[src/rtl/sub_nbit_serial.sv]
// Bit-serial subtractor: diff = a - b - b_in, computed LSB-first through a single
// full-adder cell (a + ~b + ~b_in) over WIDTH cycles, with valid/ready handshakes.
module sub_nbit_serial #(
  parameter int unsigned WIDTH = 32
) (
  input  logic             clk,
  input  logic             rst_n,
  input  logic             in_valid,
  output logic             in_ready,
  input  logic [WIDTH-1:0] a,
  input  logic [WIDTH-1:0] b,
  input  logic             b_in,
  output logic             out_valid,
  input  logic             out_ready,
  output logic [WIDTH-1:0] diff,
  output logic             b_out,
  output logic             ovf,
  output logic             zero
);

  localparam int unsigned CNT_W = (WIDTH > 2) ? $clog2(WIDTH) : 1;
  localparam logic [CNT_W-1:0] LAST_BIT = CNT_W'(WIDTH - 1);

  typedef enum logic [1:0] {IDLE, RUN, DONE} state_t;

  state_t             state_q, state_d;
  logic [WIDTH-1:0]   a_q, a_d;
  logic [WIDTH-1:0]   b_q, b_d;
  logic [WIDTH-1:0]   res_q, res_d;
  logic               c_q, c_d;
  logic [CNT_W-1:0]   cnt_q, cnt_d;
  logic [WIDTH-1:0]   diff_q, diff_d;
  logic               b_out_q, b_out_d;
  logic               ovf_q, ovf_d;
  logic               zero_q, zero_d;
  logic               in_ready_q, in_ready_d;
  logic               out_valid_q, out_valid_d;

  logic               nb0;
  logic               sum;
  logic               carry;
  logic [WIDTH-1:0]   res_shift;

  // The shared full-adder cell, operating on bit 0 of the operand shifters.
  always_comb begin
    nb0       = ~b_q[0];
    sum       = a_q[0] ^ nb0 ^ c_q;
    carry     = (a_q[0] & nb0) | (a_q[0] & c_q) | (nb0 & c_q);
    res_shift = {sum, res_q[WIDTH-1:1]};
  end

  always_comb begin
    state_d     = state_q;
    a_d         = a_q;
    b_d         = b_q;
    res_d       = res_q;
    c_d         = c_q;
    cnt_d       = cnt_q;
    diff_d      = diff_q;
    b_out_d     = b_out_q;
    ovf_d       = ovf_q;
    zero_d      = zero_q;
    in_ready_d  = in_ready_q;
    out_valid_d = out_valid_q;

    case (state_q)
      IDLE: begin
        if (in_valid) begin
          a_d        = a;
          b_d        = b;
          c_d        = ~b_in;
          cnt_d      = '0;
          res_d      = '0;
          in_ready_d = 1'b0;
          state_d    = RUN;
        end
      end
      RUN: begin
        res_d = res_shift;
        a_d   = a_q >> 1;
        b_d   = b_q >> 1;
        c_d   = carry;
        cnt_d = cnt_q + CNT_W'(1);
        // Last bit: carry into vs. out of the MSB gives signed overflow.
        if (cnt_q == LAST_BIT) begin
          diff_d      = res_shift;
          b_out_d     = ~carry;
          ovf_d       = c_q ^ carry;
          zero_d      = (res_shift == '0);
          cnt_d       = '0;
          out_valid_d = 1'b1;
          state_d     = DONE;
        end
      end
      DONE: begin
        if (out_ready) begin
          out_valid_d = 1'b0;
          in_ready_d  = 1'b1;
          state_d     = IDLE;
        end
      end
      default: begin
        out_valid_d = 1'b0;
        in_ready_d  = 1'b1;
        state_d     = IDLE;
      end
    endcase
  end

  always_ff @(posedge clk or negedge rst_n) begin
    if (!rst_n) begin
      state_q     <= IDLE;
      a_q         <= '0;
      b_q         <= '0;
      res_q       <= '0;
      c_q         <= 1'b0;
      cnt_q       <= '0;
      diff_q      <= '0;
      b_out_q     <= 1'b0;
      ovf_q       <= 1'b0;
      zero_q      <= 1'b0;
      in_ready_q  <= 1'b1;
      out_valid_q <= 1'b0;
    end else begin
      state_q     <= state_d;
      a_q         <= a_d;
      b_q         <= b_d;
      res_q       <= res_d;
      c_q         <= c_d;
      cnt_q       <= cnt_d;
      diff_q      <= diff_d;
      b_out_q     <= b_out_d;
      ovf_q       <= ovf_d;
      zero_q      <= zero_d;
      in_ready_q  <= in_ready_d;
      out_valid_q <= out_valid_d;
    end
  end

  assign in_ready  = in_ready_q;
  assign out_valid = out_valid_q;
  assign diff      = diff_q;
  assign b_out     = b_out_q;
  assign ovf       = ovf_q;
  assign zero      = zero_q;

endmodule
[config.mk]
export PLATFORM = sky130hd
export DESIGN_NAME = sub_nbit_serial
export DESIGN_NICKNAME = d
export VERILOG_FILES = /design/src/rtl/sub_nbit_serial.sv
export SDC_FILE = /design/constraint.sdc
export NUM_CORES = 1
export LEC_CHECK = 0
export ABC_AREA = 0
export BUFFER_PORTS_ARGS = -buffer_cell sky130_fd_sc_hd__buf_2
export CAP_MARGIN = 20
export CORE_MARGIN = 2
export CORE_UTILIZATION = 37
export DETAILED_ROUTE_END_ITERATION = 8
export GPL_TIMING_DRIVEN = 0
export PLACE_DENSITY_LB_ADDON = 0.1
export SLEW_MARGIN = 25
export SYNTH_ARGS = -nofsm -noshare
export SYNTH_HDL_FRONTEND = slang
export SYNTH_SLANG_ARGS = --single-unit
[constraint.sdc]
create_clock -name clk -period 3.89 [get_ports clk]
set_input_delay 0.778 -clock clk [delete_from_list [all_inputs] [get_ports clk]]
set_output_delay 0.778 -clock clk [all_outputs]
set_load 0.01 [all_outputs]
* Word-level counts from Yosys, hierarchy flattened
Cells that the tools add are included.
Storage, ports and cells: register bits after elaboration 141, output and inout bits 37
Operators by class: equality and inequality tests 6, reduce and logical (&&, ||, !) cells 8, bitwise gates (word level) 13, multiplexer cells 21, add/subtract/negate cells 1
Operators with widths (number):
- 32-bit case mux with 2 select lines | 3
- 32-bit two-way mux | 3
- 32-bit zero test | 1
- 5-bit two-way mux | 2
- 5-bit case mux with 2 select lines | 1
- 3-bit AND reduction | 3
- 2-bit two-way mux | 3
- 2-bit != test, second input constant | 3
- 1-bit case mux with 3 select lines | 2
- 2-bit case mux with 3 select lines | 1
- 5-bit by 1-bit adder with 5-bit output, second input constant | 1
- 5-bit == test, second input constant | 1
- 1-bit two-way mux | 5
- 1-bit NOT | 5
- 2-bit AND reduction | 2
- 1-bit bitwise AND | 3
- 1-bit bitwise XOR | 3
- 2-bit by 1-bit == test with 1-bit output, second input constant | 1
- 2-bit == test, second input constant | 1
- 2-bit zero test | 1
- 1-bit bitwise OR | 2
- 1-bit case mux with 2 select lines | 1
- 2-bit nonzero test | 1

* Logic depth before layout (Yosys ltp)
Gate-level depths: netlist of run 1.
depth in word-level cells 5, depth in mapped cells 8, mapped depth without buffers 6

* Worst setup path after synthesis of run 1
No wires, ideal clock.
path kind reg-to-reg, start register cnt_q[0], end register diff_q[28], in the netlist diff[28], arrival 1.710 ns, stages on the path, launching flop included 8, data required time 3.765 ns, setup time 0.125 ns, setup slack 2.055 ns, cell sequence dfrtp_1 -> ha_1 -> and3_1 -> ha_1 -> nand3b_1 -> buf_4 -> buf_6 -> mux2_4
On the way: cells in the longest elaborated chain, start to end 2
Ends and longest elaborated chain:
- from (decl) | RTL line 31 | logic [CNT_W-1:0] cnt_q, cnt_d;
- from (signal assigned) | RTL line 130 | cnt_q <= cnt_d;
- 5-bit == test | RTL line 85 | if (cnt_q == LAST_BIT) begin
- 2-bit AND reduction (no source line)
- to (signal assigned) | RTL line 131 | diff_q <= diff_d;
- to (decl) | RTL line 32 | logic [WIDTH-1:0] diff_q, diff_d;
No other way between the ends. A chain may end at the register's enable or synchronous reset.

* Final worst setup path of run 1
Same ends and word-level chain as after synthesis.

==> results of run 1 <==
==> through the flow <==
step	cells	power (mW)	utilization	cell area, um2	worst slack [ns]
after floorplan	554	3.428	-	6208	2.055
after detailed placement	880	3.970	0.4280	7047	1.739
after CTS	912	5.851	0.4694	7729	1.725
after global routing	912	6.171	0.4694	7729	1.618
final	912	5.792	0.4694	7729	1.750
after global placement	879	3.921	0.4257	7009	0.002391
==> cell families after synthesis <==
kind of cell	count (synthesis)
AO/OA/AOI/OAI	230
XOR/XNOR	1
adder cells (fa/ha/maj)	3
buffers and inverters	52
flip-flops	140
multiplexers	33
AND/OR/NAND/NOR	95
==> per-layer routing <==
layer  share of wire  global-route usage
met5               0                   0
met4           0.014             0.06265
met3           0.046             0.04376
met2            0.48              0.2786
met1            0.46              0.2359
==> final timing paths <==
check / from / end / cells past startpoint
setup / recovery: cnt_q[0] / diff[28] / 7
hold / removal: rst_n / diff[3] / 1
setup reg to reg: cnt_q[0] / diff[28] / 7
hold reg to reg: zero / zero / 2
max in group asynchronous: rst_n / a_q[1] / 2
min in group clk: zero / zero / 2
==> critical path, cell delays in order (launching register included) <==
cell	delay, ns
dfrtp_1	0.41
ha_1	0.24
and3_1	0.19
ha_1	0.27
nand3b_1	0.21
buf_4	0.23
buf_6	0.18
mux2_4	0.30
==> cell usage after synthesis (2+ instances only) <==
cell	number
a22oi_1	63
nor4_1	8
nor2_1	3
mux2_4	3
o21bai_1	2
nor2b_1	57
o21ai_1	49
inv_1	3
a21oi_1	57
dfrtp_1	139
o21ai_0	23
a22o_1	33
nand4_1	2
buf_4	6
nand3b_1	2
ha_1	2
nand2_1	18
clkbuf_1	16
buf_6	4
mux2_2	29
buf_2	22
nand2b_1	2
==> area by class of cell <==
type                            count  area [um2]
Inverter                            4       15.01
Tap cell                          220       275.3
Multi-Input combinational cell    362        2429
Buffer                             48       260.3
Clock inverter                     14       242.7
Fill cell                        1580        8737
Timing Repair Buffer              106       563.0
Clock buffer                       18       439.2
Sequential cell                   140        3505
==> report_power, final <==
part | total (mW) | internal (mW) | switching [mW]
Clock | 1.86 | 1.22 | 0.636
Combinational | 1.59 | 0.764 | 0.824
Sequential | 2.35 | 1.95 | 0.391
Total | 5.79 | 3.94 | 1.85
==> state kept, by name, summed over array words and instances, names as in the netlist <==
register / flops
b_q: 32
out_valid: 1
zero: 1
b_out: 1
res_q: 31
a_q: 32
state_q: 2
ovf: 1
c_q: 1
cnt_q: 5
diff: 32
in_ready: 1
==> flow_metrics.tcl, run 1 <==
set metrics [dict create \
    routabilityCongestion 0.8070 \
    synth_area_leaders "dfrtp_1 (56%), a22oi_1 (7.6%), nor2b_1 (5.7%), mux2_2 (5.3%), a22o_1 (4.7%)" \
    syn_area_per_cell_um2 11.21 \
    cts_made_buffers 17 \
    grt-ovfl-total 0 \
    yosysSeqAreaShare 0.5645 \
    dieArea_um2 17830 \
    postCtsHoldBufs 0 \
    synthFlopType "dfrtp_1" \
    insertedDiodeCount 0 \
    syn-num-nets 626 \
    wl_per_cell_um 16.50 \
    synth_fa_ha_area_frac 0.007255 \
    path_class "register to register" \
    drv_slew 0 \
    drt-total-wl_mm 15.05 \
    cp_max_fo 10 \
    post-cts-setup-buffer-count 0 \
    rsz0062_at_grt "false" \
    drt_iter0_drc 286 \
    ir_drop_uv 357.9 \
    numClockSinks 140 \
    dpl.hpwl_mm 10.27 \
    hold_viol 0 \
    reg2reg_slack_ns 1.75 \
    arrival_ns 2.44 \
    yosys_warnings 0 \
    viasPerCell 5.260 \
    relSlewSlack 0.6450 \
    startpoint_type "register" \
    cts.path.max_buffers 2 \
    yosys.area.top_type "dfrtp_1" \
    hold_path.class "input port to asynchronous set/reset pin" \
    grt_max_degree 82 \
    cellLeakagePower_nw 3.644 \
    drtAntennaViolNets 0 \
    fin_skew_ns 0.005922 \
    ys_ff_latch 140 \
    clkSlewWorstSetupHoldPaths_ns 0.06 \
    final_common_cell "dfrtp_1" \
    max-cap-violations 0 \
    row_count 47 \
    io_pins 106 \
    nets 751 \
    initial_core_util 0.3771 \
    synthDominantCellAreaShare 0.5603 \
    finalSetupTns_ns 0 \
    htree_levels 4 \
    antenna_found_initial 0 \
    clock_latency_ns 0.42 \
    critPathRequiredTime_ns 4.19 \
    synth_area_um2 6208 \
    critPathCaptureType "register" \
    area_growth_syn_to_layout_pct 24.49 \
    status "finished clean" \
    synth_top_family_by_area "compound AO/OA/AOI/OAI gates" \
    synth_async_sr_flop_share 1.000 \
    die_h_um 133.5 \
    syn_inst 554 \
    ys_types 33 \
    grt_pass1_wl_mm 24.72 \
    powerDensity_nw_per_um2 749.4 \
    io_buffers 105 \
    grt_pass1_vias 4732 \
    tightest_slew_ns 0.5324 \
    fmax_mhz 467.2 \
    period_share 0.5502 \
    hold_ws_ns 0.2861 \
    coreArea_um2 16470 \
    via_count 4797 \
    post_cts_resized 0 \
    grt_use_total 0.1760 \
    synth_compound_area_frac 0.2332 \
    final_cell_mix "dfrtp_1 (139), buf_2 (126), a22oi_1 (63)" \
    die_w_um 133.5 \
    root_buffer "clkbuf_16" \
    synth_edf_count 0 \
    period_minus_slack_ns 2.140 \
    remaining_drc_errors 0 \
    finalSetupViolCount 0 \
    cts_tree "done" \
    dr.pass1.iters 4 \
    synthSimpleGateAreaFrac 0.08787 \
    synthMuxAreaShare 0.06147 \
    drive_above_1_share 0.2948 \
    synth_xor_area_frac 0.001411 \
]
(Power assumes the default switching activity.)
==> run 2: changes to the inputs <==
==> constraint.sdc (replaced) <==
create_clock -name clk -period 2 [get_ports clk]
set_input_delay 0.4 -clock clk [delete_from_list [all_inputs] [get_ports clk]]
set_output_delay 0.4 -clock clk [all_outputs]
set_load 0.01 [all_outputs]
==> run 2 against run 1 <==
  * Clock power is 94% higher
  * Routed wire length is 0.12% lower
  * Flip-flop and latch count stayed put
  * Power is 95% higher
  * Non-clock buffer count is 3 higher
  * Critical path type unchanged
  * Highest routed layer unchanged
  * Register-to-register slack worse by 1.7 ns
==> flow_metrics.tcl, run 2 (same netlist as run 1, synthesis figures left out) <==
set metrics [dict create \
    status "finished clean" \
    grt_pass1_vias 4728 \
    drt-total-wl_mm 15.03 \
    powerDensity_nw_per_um2 1446 \
    viasPerCell 5.259 \
    htree_levels 4 \
    drt_iter0_drc 242 \
    drv_slew 0 \
    remaining_drc_errors 0 \
    clock_latency_ns 0.42 \
    seqCellArea_um2 3505 \
    numClockSinks 140 \
    finalSetupTns_ns 0 \
    critical_path.max_stage_delay_ns 0.43 \
    dpl.hpwl_mm 10.27 \
    hold_viol 0 \
    die_h_um 133.5 \
    cp-startpoint "cnt_q[0]" \
    grt_pass1_wl_mm 24.75 \
    cts_made_buffers 17 \
    arrival_ns 2.20 \
    final_common_cell "dfrtp_1" \
    swShare 0.3194 \
    worst_path_max_delay_cell "dfrtp_1" \
    io_buffers 105 \
    coreArea_um2 16470 \
    critPathRequiredTime_ns 2.30 \
    pwr-share-seq 0.405 \
    die_w_um 133.5 \
    grt_use_total 0.1762 \
    multi_input_area_um2 2459 \
    root_buffer "clkbuf_16" \
    ir_drop_uv 691.4 \
    relSlewSlack 0.6406 \
    insertedDiodeCount 0 \
    max-cap-violations 0 \
    period_share 0.9506 \
    path_class "register to register" \
    power_mw 11.29 \
    row_count 47 \
    cp_max_fo 10 \
    p_switching_mw 3.605 \
    final_cell_mix "dfrtp_1 (139), buf_2 (124), a22oi_1 (63)" \
    hold_path.class "input port to register" \
    finalSetupViolCount 0 \
    area_growth_syn_to_layout_pct 25.72 \
    drive_above_1_share 0.3007 \
    cts_tree "done" \
    power.share.clock 0.319 \
    startpoint_type "register" \
    worstHoldStart "a[24]" \
    io_pins 106 \
    antenna_found_initial 0 \
    tightest_slew_ns 0.5390 \
    wl_per_cell_um 16.43 \
    fmax_mhz 526.0 \
    crit-reg2reg-launch "cnt_q[0]" \
    cts.path.max_buffers 2 \
    rsz0062_at_grt "false" \
    fin_skew_ns 0.006556 \
    power.internal_mw 7.684 \
    dr.pass1.iters 5 \
    path_cells "ha_4 -> and3_4 -> ha_4 -> nand3b_1 -> buf_6 -> buf_6 -> mux2_4" \
    combPwrFrac 0.275 \
    critPathCaptureType "register" \
    routabilityCongestion 0.8070 \
    nFillCells 1581 \
    drtAntennaViolNets 0 \
    nets 754 \
    initial_core_util 0.3771 \
    dieArea_um2 17830 \
    grt_max_degree 82 \
    cellLeakagePower_nw 3.664 \
    clkSlewWorstSetupHoldPaths_ns 0.06 \
    grt-ovfl-total 0 \
    period_minus_slack_ns 1.901 \
    via_count 4812 \
]
-- run 2: cell types whose count changed in the layout (fill, tap and decap cells not counted) --
cell,before,now
dlygate4sd3_1,0,1
buf_4,6,8
ha_4,0,2
and3_4,0,1
buf_12,0,1
and3_1,1,0
ha_1,2,0
buf_6,4,5
buf_2,126,124
-- run 2: power groups by stage --
stage | logic (mW) | registers, mW | clock network, mW
after global routing | 3.50 | 4.72 | 3.83
after floorplan | 2.23 | 4.44 | 0
final | 3.11 | 4.58 | 3.61
after global placement | 3.05 | 4.57 | 0
after CTS | 3.14 | 4.56 | 3.69
after detailed placement | 3.13 | 4.59 | 0
-- run 2: final cells by class --
type | instances | area share
multi-input cells | 362 | 0.3150
clock buffers | 18 | 0.05627
clock inverters | 14 | 0.03110
plain buffers | 48 | 0.03447
well taps | 220 | 0.03527
flip-flops and latches | 140 | 0.4490
repair buffers | 109 | 0.07695
inverters | 4 | 0.001924
-- run 2: layer usage --
layer | track usage | part of all wire | vias up
li1 | - | - | 2305
met1 | 0.2361 | 0.45 | 2376
met3 | 0.04376 | 0.046 | 15
met4 | 0.06265 | 0.012 | 0
met2 | 0.2792 | 0.49 | 116
met5 | 0 | 0 | -
-- run 2: repair_timing --
action,in CTS,in global routing
endpoints found under the setup margin,34,33
pin swaps,1,2
resized for setup,4,4
buffers inserted,2,0
hold buffers,1,0
cloned,0,0
hold endpoints to repair,58,0
-- run 2: final timing paths --
path / depth (start not counted) / end / slack [ns]
worst max-delay path: 7 / diff[28] / 0.1
worst min-delay path: 3 / a_q[24] / 0.25
worst max register to register: 7 / diff[28] / 0.1
worst min register to register: 2 / zero / 0.49
max in group asynchronous: 3 / a_q[1] / 0.74
min in group asynchronous: 2 / diff[3] / 0.51
-- run 2: through the flow --
step	instance area [um2]	util	setup slack, ns	hold slack, ns	std cells
after global routing	7805	0.4740	0.004107	0.2451	915
after detailed placement	7047	0.4280	-0.1507	0.3702	880
after floorplan	6208	-	0.1649	0.1044	554
after global placement	7009	0.4257	-1.510	0.4660	879
final	7805	0.4740	0.09872	0.2478	915
after CTS	7777	0.4723	0.006501	0.2306	915
-- run 2: critical path: cells and delay by family (launching register included) --
family	cells	cell delay (ns)
buffers and inverters	2	0.30
adders and majority gates	2	0.37
muxes	1	0.30
DFF	1	0.43
and+or+nand+nor	2	0.38
